[config.mk]
export PLATFORM = sky130hd
export DESIGN_NAME = snn_ttfs_spike_encoder
export DESIGN_NICKNAME = d
export VERILOG_FILES = /design/src/rtl/snn_pkg.sv /design/src/rtl/snn_ttfs_time_calc.sv /design/src/rtl/snn_ttfs_spike_encoder.sv
export SDC_FILE = /design/constraint.sdc
export NUM_CORES = 1
export LEC_CHECK = 0
export BUFFER_PORTS_ARGS = -buffer_cell sky130_fd_sc_hd__buf_2
export CAP_MARGIN = 20
export CORE_UTILIZATION = 50
export CTS_BUF_LIST = sky130_fd_sc_hd__clkbuf_4 sky130_fd_sc_hd__clkbuf_8 sky130_fd_sc_hd__clkbuf_16
export CTS_CLUSTER_SIZE = 8
export DETAILED_ROUTE_END_ITERATION = 16
export GPL_TIMING_DRIVEN = 0
export PLACE_DENSITY_LB_ADDON = 0.3
export SYNTH_ARGS = -nofsm -noshare
export SYNTH_HDL_FRONTEND = slang
export SYNTH_HIERARCHICAL = 1
export SYNTH_SLANG_ARGS = --single-unit
[constraint.sdc]
create_clock -name clk -period 10.73 [get_ports clk]
set_input_delay 0 -clock clk [delete_from_list [all_inputs] [get_ports clk]]
set_output_delay 0 -clock clk [all_outputs]
set_load 0.1 [all_outputs]
[src/rtl/snn_pkg.sv]
// Shared definitions for the SNN layer chain: default widths, address sizing,
// the spike bundle packing used by the layer input FIFOs and encoder states.
package snn_pkg;

    localparam int FEAT_W_DEF       = 8;
    localparam int TIME_W_DEF       = 32;
    localparam int SPIKE_ADDR_W_DEF = 6;

    // Address width for n entries, never narrower than one bit.
    function automatic int clog2(input int n);
        int w;
        w = 1;
        while ((1 << w) < n) w = w + 1;
        return w;
    endfunction

    typedef struct packed {
        logic                           last;
        logic signed [TIME_W_DEF-1:0]   spike_time;
        logic [SPIKE_ADDR_W_DEF-1:0]    addr;
    } spike_bundle_t;

    typedef enum logic [1:0] {
        ST_IDLE,
        ST_SCAN,
        ST_EMIT,
        ST_DONE
    } enc_state_t;

endpackage

[src/rtl/snn_ttfs_time_calc.sv]
// Time-to-first-spike mapping: larger feature values yield earlier spike times.
module snn_ttfs_time_calc
    import snn_pkg::*;
#(
    parameter int FEAT_W   = FEAT_W_DEF,
    parameter int TIME_W   = TIME_W_DEF,
    parameter int T_OFFSET = 0
) (
    input  logic [FEAT_W-1:0]        feat,
    output logic signed [TIME_W-1:0] spike_time
);

    // ~feat equals (2^FEAT_W-1) - feat, zero-extended so the sum stays non-negative.
    assign spike_time = TIME_W'(T_OFFSET) + $signed({{(TIME_W-FEAT_W){1'b0}}, ~feat});

endmodule

[src/rtl/snn_ttfs_spike_encoder.sv]
// TTFS encoder: holds one feature vector and streams one spike per feature,
// ordered by ascending spike time (ties to the lowest address), on a valid/ack port.
module snn_ttfs_spike_encoder
    import snn_pkg::*;
#(
    parameter int IN_NEURONS = 64,
    parameter int FEAT_W     = FEAT_W_DEF,
    parameter int TIME_W     = TIME_W_DEF,
    parameter int T_OFFSET   = 0,
    localparam int ADDR_W    = clog2(IN_NEURONS)
) (
    input  logic                     clk,
    input  logic                     rst_n,
    input  logic                     i_feat_we,
    input  logic [ADDR_W-1:0]        i_feat_addr,
    input  logic [FEAT_W-1:0]        i_feat_data,
    input  logic                     i_start,
    output logic                     o_busy,
    output logic                     o_done,
    output logic                     o_spike_valid,
    output logic                     o_last_spike,
    output logic signed [TIME_W-1:0] o_spike_time,
    output logic [ADDR_W-1:0]        o_spike_addr,
    input  logic                     i_spike_ack
);

    localparam int CNT_W = clog2(IN_NEURONS + 1);
    localparam logic [ADDR_W-1:0] LAST_IDX = ADDR_W'(IN_NEURONS - 1);
    localparam logic [CNT_W-1:0]  LAST_CNT = CNT_W'(IN_NEURONS - 1);

    enc_state_t                state;
    logic [FEAT_W-1:0]         feat [IN_NEURONS];
    logic [IN_NEURONS-1:0]     sent;
    logic [ADDR_W-1:0]         scan_idx;
    logic [CNT_W-1:0]          emit_cnt;
    logic [FEAT_W-1:0]         best_x;
    logic [ADDR_W-1:0]         best_addr;
    logic                      best_found;

    logic [FEAT_W-1:0]         cur_x;
    logic                      take;
    logic [FEAT_W-1:0]         sel_x;
    logic [ADDR_W-1:0]         sel_addr;
    logic signed [TIME_W-1:0]  sel_time;

    // Strict compare keeps the earlier (lower) address on ties; the found flag lets x=0 win.
    always_comb begin
        cur_x    = feat[scan_idx];
        take     = !sent[scan_idx] && (!best_found || (cur_x > best_x));
        sel_x    = take ? cur_x    : best_x;
        sel_addr = take ? scan_idx : best_addr;
    end

    snn_ttfs_time_calc #(
        .FEAT_W   (FEAT_W),
        .TIME_W   (TIME_W),
        .T_OFFSET (T_OFFSET)
    ) u_time_calc (
        .feat       (sel_x),
        .spike_time (sel_time)
    );

    always_ff @(posedge clk or negedge rst_n) begin
        if (!rst_n) begin
            for (int i = 0; i < IN_NEURONS; i++) feat[i] <= '0;
        end else if (state == ST_IDLE && i_feat_we) begin
            feat[i_feat_addr] <= i_feat_data;
        end
    end

    always_ff @(posedge clk or negedge rst_n) begin
        if (!rst_n) begin
            state         <= ST_IDLE;
            sent          <= '0;
            emit_cnt      <= '0;
            scan_idx      <= '0;
            best_x        <= '0;
            best_addr     <= '0;
            best_found    <= 1'b0;
            o_busy        <= 1'b0;
            o_done        <= 1'b0;
            o_spike_valid <= 1'b0;
            o_last_spike  <= 1'b0;
            o_spike_time  <= '0;
            o_spike_addr  <= '0;
        end else begin
            o_done <= 1'b0;
            case (state)
                ST_IDLE: begin
                    if (i_start) begin
                        state      <= ST_SCAN;
                        sent       <= '0;
                        emit_cnt   <= '0;
                        scan_idx   <= '0;
                        best_found <= 1'b0;
                        o_busy     <= 1'b1;
                    end
                end
                ST_SCAN: begin
                    best_x     <= sel_x;
                    best_addr  <= sel_addr;
                    best_found <= best_found | take;
                    if (scan_idx == LAST_IDX) begin
                        state         <= ST_EMIT;
                        o_spike_valid <= 1'b1;
                        o_spike_addr  <= sel_addr;
                        o_spike_time  <= sel_time;
                        o_last_spike  <= (emit_cnt == LAST_CNT);
                    end else begin
                        scan_idx <= scan_idx + 1'b1;
                    end
                end
                ST_EMIT: begin
                    if (i_spike_ack) begin
                        sent[o_spike_addr] <= 1'b1;
                        emit_cnt           <= emit_cnt + 1'b1;
                        o_spike_valid      <= 1'b0;
                        o_last_spike       <= 1'b0;
                        scan_idx           <= '0;
                        best_found         <= 1'b0;
                        if (emit_cnt == LAST_CNT) begin
                            state  <= ST_DONE;
                            o_done <= 1'b1;
                            o_busy <= 1'b0;
                        end else begin
                            state <= ST_SCAN;
                        end
                    end
                end
                ST_DONE: begin
                    state <= ST_IDLE;
                end
                default: begin
                    state <= ST_IDLE;
                end
            endcase
        end
    end

endmodule

==> metrics.md <==
| Metric | Value |
|---|---|
| CP Max Fanout | `10` |
| Clk slew on worst S/H paths | `0.05 ns` |
| Vias per std cell | `6.21` |
| Die area | `60200 um2` |
| Final WS setup | `between 4 and 5 ns` |
| Final Cell Area | `roughly 34000 um2` |
| Diode count | `0` |
| Post-Syn Area | `29600 um2` |
| Most frequent cell on the critical path | `buf_2` |
| # IOs | `61` |
| CTS tree | `done` |
| Power density over cell area | `roughly 230 nW/um2` |
| Clock latency on the worst-skew pair | `0.63 ns` |
| Critical Path AT | `6.67 ns` |
| Max clock buf depth | `3` |
| Starting Density | `51.0%` |
| Finished Core Util | `57.8%` |
| Async S/R FF share, synth | `100%` |
| Number of global-route vias before repair | `between 15k and 20k` |
| Worst clock skew | `0.0222 ns` |
| H-tree depth | `3` |
| Area share of the largest cell type after synthesis | `between 50% and 60%` |
| Top FF cell, synth | `dfrtp_1` |
| Worst path max stage delay | `0.82 ns` |
| LEAKAGE | `roughly 16 nW` |
| Leading area contributor after synthesis | `dfrtp_1` |
| Total CTS buffers | `90` |
| RSZ-0062 raised after global routing | `false` |
| Remaining antenna violation count after routing | `0` |
| CP bufs+invs | `6` |
| Starting DRT DRC Count | `between 1k and 1.5k` |
| Maxcap violations | `0` |
| Top post-synthesis cells by area | `dfrtp_1 55%, mux2_2 22%, mux4_2 13%` |
| EDFF count, synth | `0` |
| Die W | `245 um` |
| Sequential fraction of the synthesis area | `between 50 and 60%` |
| Layout cells sized above 1 | `44.5%` |
| Routed vias | `approximately 18k` |
| Max Transition Viols Final | `0` |
| Post-placement setup slack | `around 4.8 ns` |
| Final wirelength | `77900 um` |
| Hold Fails Final Rpt | `0` |
| Warnings from Yosys | `6` |
| Core Region | `between 50000 and 60000 um2` |
| Period utilisation layout | `56.8%` |
| Num Clock Sinks | `648` |
| Largest net degree at the start of global routing | `128` |
| Drt first pass iters | `6` |
| Max-slew headroom | `20.5%` |
| Slowest cell on crit path | `buf_1` |
| Least-Margin Pin Slew | `between 1 and 1.5 ns` |
| Crit start category | `flip-flop` |
| Area Overhead vs Synth | `13.5%` |
| Port bufs | `52` |
| Drt wl/cell | `about 26 um` |
| Met2 WL | `37800 um` |
| CP top delay family | `buffers and inverters` |
| Post-synthesis register bit count | `roughly 650` |
| GRT Total Usage | `26.7%` |
| Metal3 WL | `4530 um` |
| Status | `complete, no violations` |
| Peak VDD IR | `234 uV` |
| Synth cell types | `53` |
| Mean Syn Cell Area | `~15 um2` |
| Cell row count | `88` |
| Top Metal Used | `met5` |
| Crit Reg-Reg Startpoint | `scan_idx[1]` |
| Nets | `2201` |
| Tmin final | `6.10 ns` |
| Post-DP HPWL | `53700 um` |
| Wl on met1 | `32000 um` |
| Crit path launch | `scan_idx[1]` |
| Final Wtd Congestion | `0.915` |
| PostCTS Resize Cnt | `0` |
| Global route overflow | `0` |
| Area after DPL | `31200 um2` |
| First-pass GRT wire length | `around 120000 um` |
| Root Buffer | `clkbuf_16` |
| CP endpoint kind | `flip-flop` |
| Setup violations, final | `0` |
| DRC viols | `0` |
| Synth top cells by count | `648 x dfrtp_1, 571 x mux2_2, 168 x mux4_2` |
| Data required, critical path | `between 10 and 15 ns` |
| Die Span Y | `around 250 um` |
| Synth Instances | `1988` |
| Max Fclk | `roughly 0.16 GHz` |
| CP Cell Sequence | `buf_2 -> buf_2 -> buf_2 -> buf_1 -> mux4_2 -> mux4_2 -> a22oi_1 -> nand2_1 -> ha_1 -> and4_1 -> nand4_1 -> o21ai_0 -> a21o_1 -> nor3_1 -> buf_2 -> mux2_2 -> inv_1 -> mux2_2` |
| Initial antenna violation count | `1` |
| Count leader, synth | `dfrtp_1` |
| Setup Crit Path Kind | `reg2reg` |
| Min-Delay Path Class | `in2async` |
-- what timing repair did --
item | in CTS | in global routing
setup buffers | 0 | 0
hold endpoints to repair | 253 | 0
hold buffers | 4 | 0
-- logic make-up after synthesis --
group                    synth area share, %
multiplexers                            34.9
flip-flops                              54.7
AND/OR/NAND/NOR                         4.17
buffers and inverters                   2.91
AO/OA/AOI/OAI                           2.65
adder cells (fa/ha/maj)                0.422
XOR/XNOR                               0.177
other                                 0.0127
-- final cells by class --
class	instances	area, um2
well taps	765	957
flip-flops and latches	648	16200
clock inverters	4	61.3
clock buffers	93	2330
plain buffers	160	781
fillers	4517	24500
repair buffers	69	544
inverters	22	82.6
multi-input cells	1181	12700
-- cells in the final DEF, fill, tap and decap left out, types with 8 or more instances in the layout --
master	synthesis	routed
mux2i_1	14	14
nand3_1	8	8
nor2b_1	12	12
nand2b_1	9	9
nor2_1	114	114
a22oi_1	16	16
buf_2	12	63
ha_1	10	10
mux4_2	168	168
buf_6	9	10
nand2_1	63	63
o21ai_0	12	12
inv_1	22	22
buf_4	26	27
clkbuf_1	92	92
dfrtp_1	648	648
conb_1	1	24
a21oi_1	68	68
mux2_2	571	571
clkbuf_16	0	93
buf_1	21	21
nand2_2	8	8
-- layer usage --
metal	GRT usage (%)	vias up
met2	43.1	633
met1	35.6	9810
li1	-	7626
met4	11.5	2
met3	4.98	205
met5	0	-
-- state kept, by name (all words and copies together), names as in the netlist, 2 cells and up --
name	flops
best_addr	6
best_x	8
emit_cnt	7
feat	512
o_spike_addr	6
o_spike_time	32
scan_idx	6
sent	64
state	2
-- worst min-delay path, cell delays in order --
cell and delay (ns):
dlygate4sd3_1 0.56, buf_8 0.14, buf_16 0.36
-- report_power, final --
group	switching, mW	total (mW)	internal, mW
combinational	1.44	2.31	0.875
clock	0.998	2.51	1.51
sequential	0.124	2.80	2.68
-- worst paths after layout --
path,endpoint,slack (ns),cells after the start
worst min register to register,sent[18],0.49,2
min in group clk,feat[127],0.06,4
worst max-delay path,o_spike_time[4],4.63,18
worst max register to register,o_spike_time[4],4.63,18
worst min-delay path,sent[29],0.02,3
max in group asynchronous,feat[277],8.48,7
-- per-stage QoR --
| step | hold slack, ns | power (mW) | setup TNS, ns | std cells |
|---|---|---|---|---|
| floorplan | -0.296 | 4.47 | 0 | 2011 |
| global placement | 0.320 | 5.08 | -2056.96 | 2828 |
| detailed placement | -0.139 | 5.14 | 0 | 2837 |
| CTS | 0.0255 | 7.67 | 0 | 2938 |
| global route | 0.0655 | 7.90 | 0 | 2942 |
| finish | 0.0194 | 7.63 | 0 | 2942 |
Power figures use the tool's default switching activity.
